**config.mk**
```make
export PLATFORM = sky130hd
export DESIGN_NAME = psum_gatherer
export DESIGN_NICKNAME = d
export VERILOG_FILES = /design/src/rtl/psum_gatherer.sv
export SDC_FILE = /design/constraint.sdc
export NUM_CORES = 1
export LEC_CHECK = 0
export CAP_MARGIN = 20
export CORE_MARGIN = 3
export CORE_UTILIZATION = 35
export DETAILED_ROUTE_END_ITERATION = 7
export GPL_ROUTABILITY_DRIVEN = 0
export HOLD_SLACK_MARGIN = 0.03
export PLACE_DENSITY = 0.74
export SYNTH_ARGS = -nofsm -noshare
export SYNTH_HDL_FRONTEND = slang
export SYNTH_SLANG_ARGS = --single-unit
```
**constraint.sdc**
```tcl
create_clock -name clk -period 4.1 [get_ports clk]
set_input_delay 0.41 -clock clk [delete_from_list [all_inputs] [get_ports clk]]
set_output_delay 0.41 -clock clk [all_outputs]
set_load 0.01 [all_outputs]
```
**src/rtl/psum_gatherer.sv**
```systemverilog
// Gathers one partial sum from each PE column, then drains them in column order
// onto a valid/ready bus with a last flag and an end-of-pass pulse.
module psum_gatherer #(
    parameter int unsigned DATA_WIDTH = 16,
    parameter int unsigned NUM_COL    = 4
) (
    input  logic                          clk,
    input  logic                          rst,
    input  logic                          gth_en,
    input  logic [NUM_COL-1:0]            pe_valid,
    input  logic [NUM_COL*2*DATA_WIDTH-1:0] pe_psum,
    output logic [NUM_COL-1:0]            pe_ready,
    output logic                          gth_valid,
    output logic [2*DATA_WIDTH-1:0]       gth_data,
    output logic [$clog2(NUM_COL)-1:0]    gth_col,
    output logic                          gth_last,
    input  logic                          gth_ready,
    output logic                          gth_busy,
    output logic                          gth_done
);

    localparam int unsigned PW = 2 * DATA_WIDTH;
    localparam int unsigned IW = $clog2(NUM_COL);
    localparam logic [IW-1:0] LastIdx = IW'(NUM_COL - 1);

    typedef enum logic [1:0] {StIdle, StCollect, StDrain, StDone} state_e;

    state_e               state_q, state_d;
    logic [NUM_COL-1:0]   captured_q, captured_d;
    logic [IW-1:0]        idx_q, idx_d;
    logic [PW-1:0]        buf_q [NUM_COL];
    logic [PW-1:0]        buf_d [NUM_COL];

    always_ff @(posedge clk) begin
        if (rst) begin
            state_q    <= StIdle;
            captured_q <= '0;
            idx_q      <= '0;
            for (int unsigned i = 0; i < NUM_COL; i++) begin
                buf_q[i] <= '0;
            end
        end else begin
            state_q    <= state_d;
            captured_q <= captured_d;
            idx_q      <= idx_d;
            for (int unsigned i = 0; i < NUM_COL; i++) begin
                buf_q[i] <= buf_d[i];
            end
        end
    end

    always_comb begin
        state_d    = state_q;
        captured_d = captured_q;
        idx_d      = idx_q;
        buf_d      = buf_q;
        pe_ready   = '0;
        gth_valid  = 1'b0;
        gth_data   = '0;
        gth_col    = '0;
        gth_last   = 1'b0;
        gth_busy   = 1'b1;
        gth_done   = 1'b0;

        case (state_q)
            StIdle: begin
                gth_busy = 1'b0;
                if (gth_en) begin
                    state_d    = StCollect;
                    captured_d = '0;
                    idx_d      = '0;
                end
            end
            StCollect: begin
                pe_ready = ~captured_q;
                // Several columns may land in the same cycle; each is latched only once.
                for (int unsigned i = 0; i < NUM_COL; i++) begin
                    if (pe_valid[i] && !captured_q[i]) begin
                        buf_d[i]      = pe_psum[i*PW +: PW];
                        captured_d[i] = 1'b1;
                    end
                end
                if (&captured_d) begin
                    state_d = StDrain;
                end
            end
            StDrain: begin
                gth_valid = 1'b1;
                gth_data  = buf_q[idx_q];
                gth_col   = idx_q;
                gth_last  = (idx_q == LastIdx);
                if (gth_ready) begin
                    if (idx_q == LastIdx) begin
                        idx_d   = '0;
                        state_d = StDone;
                    end else begin
                        idx_d = idx_q + 1'b1;
                    end
                end
            end
            StDone: begin
                gth_done = 1'b1;
                state_d  = StIdle;
            end
            default: begin
                state_d = StIdle;
            end
        endcase

        // Outputs are held quiet for the whole reset window, even before the first edge.
        if (rst) begin
            pe_ready  = '0;
            gth_valid = 1'b0;
            gth_data  = '0;
            gth_col   = '0;
            gth_last  = 1'b0;
            gth_busy  = 1'b0;
            gth_done  = 1'b0;
        end
    end

endmodule

```
==> results.sh, run 1 <==
export IMPL_coreArea_sq_mm=0.01670
export IMPL_synth_cells=704
export IMPL_antenna_found_initial=0
export IMPL_layout_drive_gt1_share=0.08827
export IMPL_synth_edf_count=0
export IMPL_grt_use_met2=0.3084
export IMPL_synthTopCellsByCount="265 x nand2_1, 137 x a21oi_1, 136 x dfxtp_1, 35 x and2_1, 29 x mux4_2"
export IMPL_cp_end_kind="primary output"
export IMPL_setup_viol=0
export IMPL_syn_nets=845
export IMPL_start_util=0.3599
export IMPL_fp_dieW_um=137.1
export IMPL_p_leak_uw=0.002866
export IMPL_clockRootBuffer="clkbuf_16"
export IMPL_ctsResizeCount=0
export IMPL_p_comb_frac=0.221
export IMPL_status="finished clean"
export IMPL_critPathLaunchType="flip-flop"
export IMPL_placed_area_sq_mm=0.007744
export IMPL_hold_class="reg2reg"
export IMPL_fmax_ghz=0.3400
export IMPL_netlist_area_sq_mm=0.006011
export IMPL_grt_pass1_vias=5255
export IMPL_cts_hold_buffers=0
export IMPL_firstDrtPassIters=4
export IMPL_async_flop_share=0
export IMPL_min_period_ns=2.942
export IMPL_yosysWarnings=0
export IMPL_grt_usage=0.1870
export IMPL_internal_power_uw=2862
export IMPL_clock_latency_ns=0.41
export IMPL_worstMarginPinSlew_ns=0.9558
export IMPL_power_switching_uw=1188
export IMPL_place_port_buffers=177
export IMPL_area_delta_synth_final_pct=38.93
export IMPL_overflow=0
export IMPL_path_clk_slew_ns=0.06
export IMPL_wirelength_um=17490
export IMPL_p_sw_frac=0.2934
export IMPL_h_tree_depth=4
export IMPL_vias_per_cell=4.871
export IMPL_grt_max_degree=79
export IMPL_cap_violations=0
export IMPL_grt_pass1_wl_um=27170
export IMPL_synth_top_cell_area_share=0.4530
export IMPL_grt_use_met1=0.2434
export IMPL_synth_area_leaders="dfxtp_1 45%, nand2_1 17%, a21oi_1 11%"
export IMPL_p_clk_frac=0.386
export IMPL_finalHoldViolCount=0
export IMPL_worst_path_buf_inv=2
export IMPL_final_antenna_net_count=0
export IMPL_cp_arrival_ns=2.53
export IMPL_drc=0
export IMPL_pwr_share_seq=0.394
export IMPL_rsz0062_at_grt="no"
export IMPL_slowest_stage="nor2b_4"
export IMPL_fin_setup_tns_ns=0
export IMPL_dp_hpwl_um=11410
export IMPL_cp_slowest_stage_delay_ns=0.69
export IMPL_cts_tree="built"
export IMPL_worstPathRequired_ns=3.69
export IMPL_yosysMostFrequentCell="nand2_1"
export IMPL_wire_per_inst_um=16.18
export IMPL_io_pins=178
export IMPL_cts_path_max_buffers=2
export IMPL_fp_dieH_um=137.1
export IMPL_yosysTopAreaCell="dfxtp_1"
export IMPL_crit_family="simple AND/OR/NAND/NOR gates"
export IMPL_postCtsSetupBuffers=0
export IMPL_power_density_mw_per_mm2=485.0
export IMPL_ir_worst_vdd_v=0.0003513
export IMPL_min_period_over_period=0.7175
export IMPL_rows=47
export IMPL_fin_skew_ns=0.007382
export IMPL_vias=5266
export IMPL_cts_sinks=136
export IMPL_drt_initial_drc_count=233
export IMPL_synth_cell_types=26
export IMPL_gr_usage_met3=0.04816
export IMPL_path_cells="inv_1 -> ha_1 -> nor2b_4 -> and2_1 -> clkdlybuf4s50_1"
export IMPL_fin_nets=989
export IMPL_final_cell_area_sq_mm=0.008351
export IMPL_path_class="reg2out"
export IMPL_ys_ff_latch=136
export IMPL_dieArea_sq_mm=0.01878
export IMPL_crit_fanout=37
export IMPL_busiest_layer="met2"
export IMPL_cts_buffers=17
export IMPL_ys_seq_area_frac=0.4530
export IMPL_avgSynthCellArea_sq_um=8.538
export IMPL_antenna_cells=0
export IMPL_slew_limit_headroom=0.3613
export IMPL_slew_viol_final=0
export IMPL_synthFlopType="dfxtp_1"
-- worst paths after layout --
kind                            cells after the start       start  slack (ns)           to
worst max-delay path                                5  state_q[0]        1.16  gth_data[5]
worst max register to register                      6  state_q[1]        1.99    buf_q[55]
worst min-delay path                                2    buf_q[2]        0.45     buf_q[2]
worst min register to register                      2    buf_q[2]        0.45     buf_q[2]
-- state kept, by name (all words and copies together) (netlist names) --
name,cells
buf_q,128
idx_q,2
captured_q,4
state_q,2
-- worst min-delay path, delay by kind of cell, from the launching register on --
family	cells	cell delay, ns
simple gates	1	0.05
compound gates	1	0.05
flops	1	0.30
-- placed cells by master (no fill, tap or decap), types with 2 or more instances in the layout --
cell type,Yosys,layout
nor2_4,0,4
clkdlybuf4s50_1,0,176
buf_4,1,5
nand3_1,2,2
dfxtp_2,0,2
mux4_2,29,29
inv_1,3,3
and2_1,35,35
bufinv_16,0,3
nor3_1,4,4
nand2b_1,5,5
clkbuf_8,0,2
nand2_1,265,265
mux4_1,3,3
a21oi_1,137,137
clkbuf_1,18,2
clkinvlp_4,0,2
ha_1,5,5
mux2i_1,2,2
o22ai_1,2,2
or2_2,4,4
clkinv_2,0,3
o21ai_0,2,2
clkbuf_16,0,17
nor2_1,9,5
dfxtp_1,136,134
clkinv_4,0,2
-- cell type report --
cell class | count | area, sq um
clock inverter | 11 | 146.4
sequential | 136 | 2725
multi-input combinational | 509 | 2933
fill | 1623 | 8351
inverter | 3 | 11.26
tap | 220 | 275.3
timing repair buffer | 181 | 1799
clock buffer | 21 | 460.4
-- logic make-up (layout without fill, tap and decap cells) --
group | count (synthesis) | after routing | share of synthesized area
simple gates | 326 | 326 | 0.2240
compound gates | 143 | 143 | 0.1203
flops | 136 | 136 | 0.4530
buf+inv | 59 | 216 | 0.06536
mux | 35 | 35 | 0.1270
fa+ha+maj | 5 | 5 | 0.01041
-- stage by stage --
stage               worst slack (ns)  std cells  hold slack [ns]  power, uW  utilization
floorplan                      2.370        704           0.4315       2203            -
global placement               1.490       1049           0.4399       2501       0.4637
detailed placement             1.441       1049           0.4435       2517       0.4637
CTS                            1.108       1081           0.4516       4083       0.5000
global route                  0.9591       1081           0.4676       4255       0.5000
finish                         1.158       1081           0.4496       4050       0.5000
-- power groups by stage --
stage	Sequential, uW	Combinational (uW)	Clock [uW]
2_1_floorplan	1580	624	0
3_3_place_gp	1620	885	0
3_5_place_dp	1620	894	0
4_1_cts	1600	899	1590
5_1_grt	1620	991	1650
6_report	1590	894	1560
-- per-layer routing --
metal,vias up,share of wire
li1,2625,-
met1,2440,0.44
met2,179,0.48
met3,22,0.073
met4,0,0.013
met5,-,0
No activity file was read; power rests on OpenSTA's default activity.
==> run 2, diff against run 1 <==
==> constraint.sdc (replaced) <==
create_clock -name clk -period 3.1 [get_ports clk]
set_input_delay 0.31 -clock clk [delete_from_list [all_inputs] [get_ports clk]]
set_output_delay 0.31 -clock clk [all_outputs]
set_load 0.01 [all_outputs]
==> run 2 against run 1 <==
Against the previous run:
- setup slack lost 0.94 ns
- sequential power rose by 33%
- non-clock buffer count rose by 6
- total power grew 28%
- critical path type unchanged
- clock skew about the same
- cell count increased by 0.46%
- utilization fell by 0.052 points
- register-to-register slack worse by 1.1 ns
- first-iteration DRC count is 13% higher
- routed wire length up 3.4%
- global-route usage up 0.58 points
- cell area fell by 0.10%
==> results.sh, run 2 (same netlist as run 1, synthesis figures left out) <==
export IMPL_ctsResizeCount=0
export IMPL_final_antenna_net_count=0
export IMPL_cap_violations=0
export IMPL_power_switching_uw=1563
export IMPL_dieArea_sq_mm=0.01878
export IMPL_fp_dieW_um=137.1
export IMPL_critPathLaunchType="flip-flop"
export IMPL_fin_setup_tns_ns=0
export IMPL_antenna_found_initial=2
export IMPL_fin_cells=1086
export IMPL_vias_per_cell=4.926
export IMPL_grt_pass1_vias=5321
export IMPL_fin_nets=995
export IMPL_area_delta_synth_final_pct=38.78
export IMPL_postCtsSetupBuffers=0
export IMPL_cts_hold_buffers=0
export IMPL_h_tree_depth=4
export IMPL_ir_worst_vdd_v=0.0003718
export IMPL_reg_top3="buf_q x128, captured_q x4"
export IMPL_largest_reg_flops=128
export IMPL_grt_pass1_wl_um=27760
export IMPL_clock_latency_ns=0.41
export IMPL_worstPathRequired_ns=2.79
export IMPL_grt_usage=0.1928
export IMPL_firstDrtPassIters=6
export IMPL_rows=47
export IMPL_path_cells="inv_1 -> ha_1 -> nor2b_4 -> buf_4 -> and2_1 -> clkdlybuf4s50_1"
export IMPL_fmax_ghz=0.3471
export IMPL_power_density_mw_per_mm2=622.2
export IMPL_final_common_cell="nand2_1"
export IMPL_crit_end="gth_data[6]"
export IMPL_setup_viol=0
export IMPL_pwr_share_seq=0.406
export IMPL_min_period_over_period=0.9294
export IMPL_io_pins=178
export IMPL_worstMarginPinSlew_ns=0.8426
export IMPL_drt_initial_drc_count=264
export IMPL_hold_class="in2reg"
export IMPL_final_cell_mix="265 x nand2_1, 176 x clkdlybuf4s50_1, 137 x a21oi_1"
export IMPL_placed_area_sq_mm=0.007801
export IMPL_place_inst=1055
export IMPL_finalHoldViolCount=0
export IMPL_cts_sinks=136
export IMPL_cp_arrival_ns=2.57
export IMPL_vias=5350
export IMPL_clockRootBuffer="clkbuf_16"
export IMPL_drc=0
export IMPL_crit_fanout=24
export IMPL_path_clk_slew_ns=0.06
export IMPL_wirelength_um=18090
export IMPL_antenna_cells=0
export IMPL_cp_slowest_stage_delay_ns=0.53
export IMPL_slew_limit_headroom=0.4383
export IMPL_path_class="reg2out"
export IMPL_layout_drive_gt1_share=0.09238
export IMPL_fp_dieH_um=137.1
export IMPL_rrSetupSlack_ns=0.92
export IMPL_reg2reg_from="state_q[1]"
export IMPL_cts_tree="built"
export IMPL_slew_viol_final=0
export IMPL_r2r_end="buf_q[9]"
export IMPL_p_clk_frac=0.359
export IMPL_p_comb_frac=0.235
export IMPL_fin_skew_ns=0.007354
export IMPL_wire_per_inst_um=16.65
export IMPL_place_port_buffers=177
export IMPL_internal_power_uw=3628
export IMPL_grt_max_degree=82
export IMPL_coreArea_sq_mm=0.01670
export IMPL_dp_hpwl_um=12160
export IMPL_status="finished clean"
export IMPL_cts_path_max_buffers=2
export IMPL_min_period_ns=2.881
export IMPL_final_cell_area_sq_mm=0.008342
export IMPL_cp_end_kind="primary output"
export IMPL_rsz0062_at_grt="no"
export IMPL_top_register="buf_q"
export IMPL_p_sw_frac=0.3011
export IMPL_p_leak_uw=0.002877
export IMPL_cts_buffers=17
export IMPL_reg2regPathDepth=7
export IMPL_slowest_stage="clkdlybuf4s50_1"
export IMPL_overflow=0
export IMPL_start_util=0.3599
export IMPL_crit_path_start="state_q[0]"
-- run 2: cell types whose count changed in the layout (fill, tap and decap cells not counted), sizes merged --
| cell | change |
|---|---|
| clkinv | +2 |
| bufinv | -2 |
| clkinvlp | -1 |
| buf | +6 |
| clkbuf | +1 |
| inv | -1 |
-- run 2: metal layers --
metal	routed length, um	global-route usage	vias up
li1	-	-	2632
met5	24	0	-
met1	8024	0.2577	2507
met2	8355	0.3008	180
met4	267	0.05654	4
met3	1412	0.05956	27
-- run 2: cell type report --
type	count	area, sq um
repair buffers	187	1857
inverters	3	11.26
fillers	1603	8359
clock buffers	22	464.2
clock inverters	9	76.32
multi-input cells	509	2933
well taps	220	275.3
flip-flops and latches	136	2725
-- run 2: through the flow --
| stage | hold slack, ns | power [uW] | util | setup WS (ns) |
|---|---|---|---|---|
| after floorplan | 0.4315 | 2914 | - | 1.470 |
| after global placement | 0.4385 | 3338 | 0.4671 | 0.6459 |
| after detailed placement | 0.4465 | 3361 | 0.4671 | 0.6299 |
| after CTS | 0.4166 | 5234 | 0.4995 | 0.1849 |
| after global routing | 0.4267 | 5450 | 0.4995 | 0.03928 |
| final | 0.4300 | 5190 | 0.4995 | 0.2188 |
-- run 2: how the worst min path moves through the flow --
stage	startpoint	endpoint	slack, ns	cells past startpoint
detailed placement	buf_q[47]	buf_q[47]	0.45	2
global route	pe_psum[16]	buf_q[112]	0.43	3
floorplan	buf_q[32]	buf_q[32]	0.43	2
finish	rst	buf_q[1]	0.43	2
global placement	buf_q[1]	buf_q[1]	0.44	2
CTS	pe_psum[16]	buf_q[112]	0.42	3
-- run 2: worst max-delay path, delay by kind of cell, from the launching register on --
kind | cells | cell delay (ns)
fa+ha+maj | 1 | 0.22
buf+inv | 3 | 0.91
flops | 1 | 0.33
simple gates | 2 | 0.66
-- run 2: power by group through the flow --
stage	Combinational [uW]	Sequential (uW)	Clock (uW)
finish	1220	2110	1860
CTS	1230	2110	1900
floorplan	826	2090	0
detailed placement	1220	2150	0
global placement	1200	2130	0
global route	1350	2130	1960
==> run 3, diff against run 2 <==
--- a/config.mk
+++ b/config.mk
@@ -12,6 +12,7 @@
 export GPL_ROUTABILITY_DRIVEN = 0
 export HOLD_SLACK_MARGIN = 0.03
 export PLACE_DENSITY = 0.74
+export SLEW_MARGIN = 10
 export SYNTH_ARGS = -nofsm -noshare
 export SYNTH_HDL_FRONTEND = slang
 export SYNTH_SLANG_ARGS = --single-unit
==> results of run 3 <==
Final layout, timing and power as in run 2 (identical DEF).
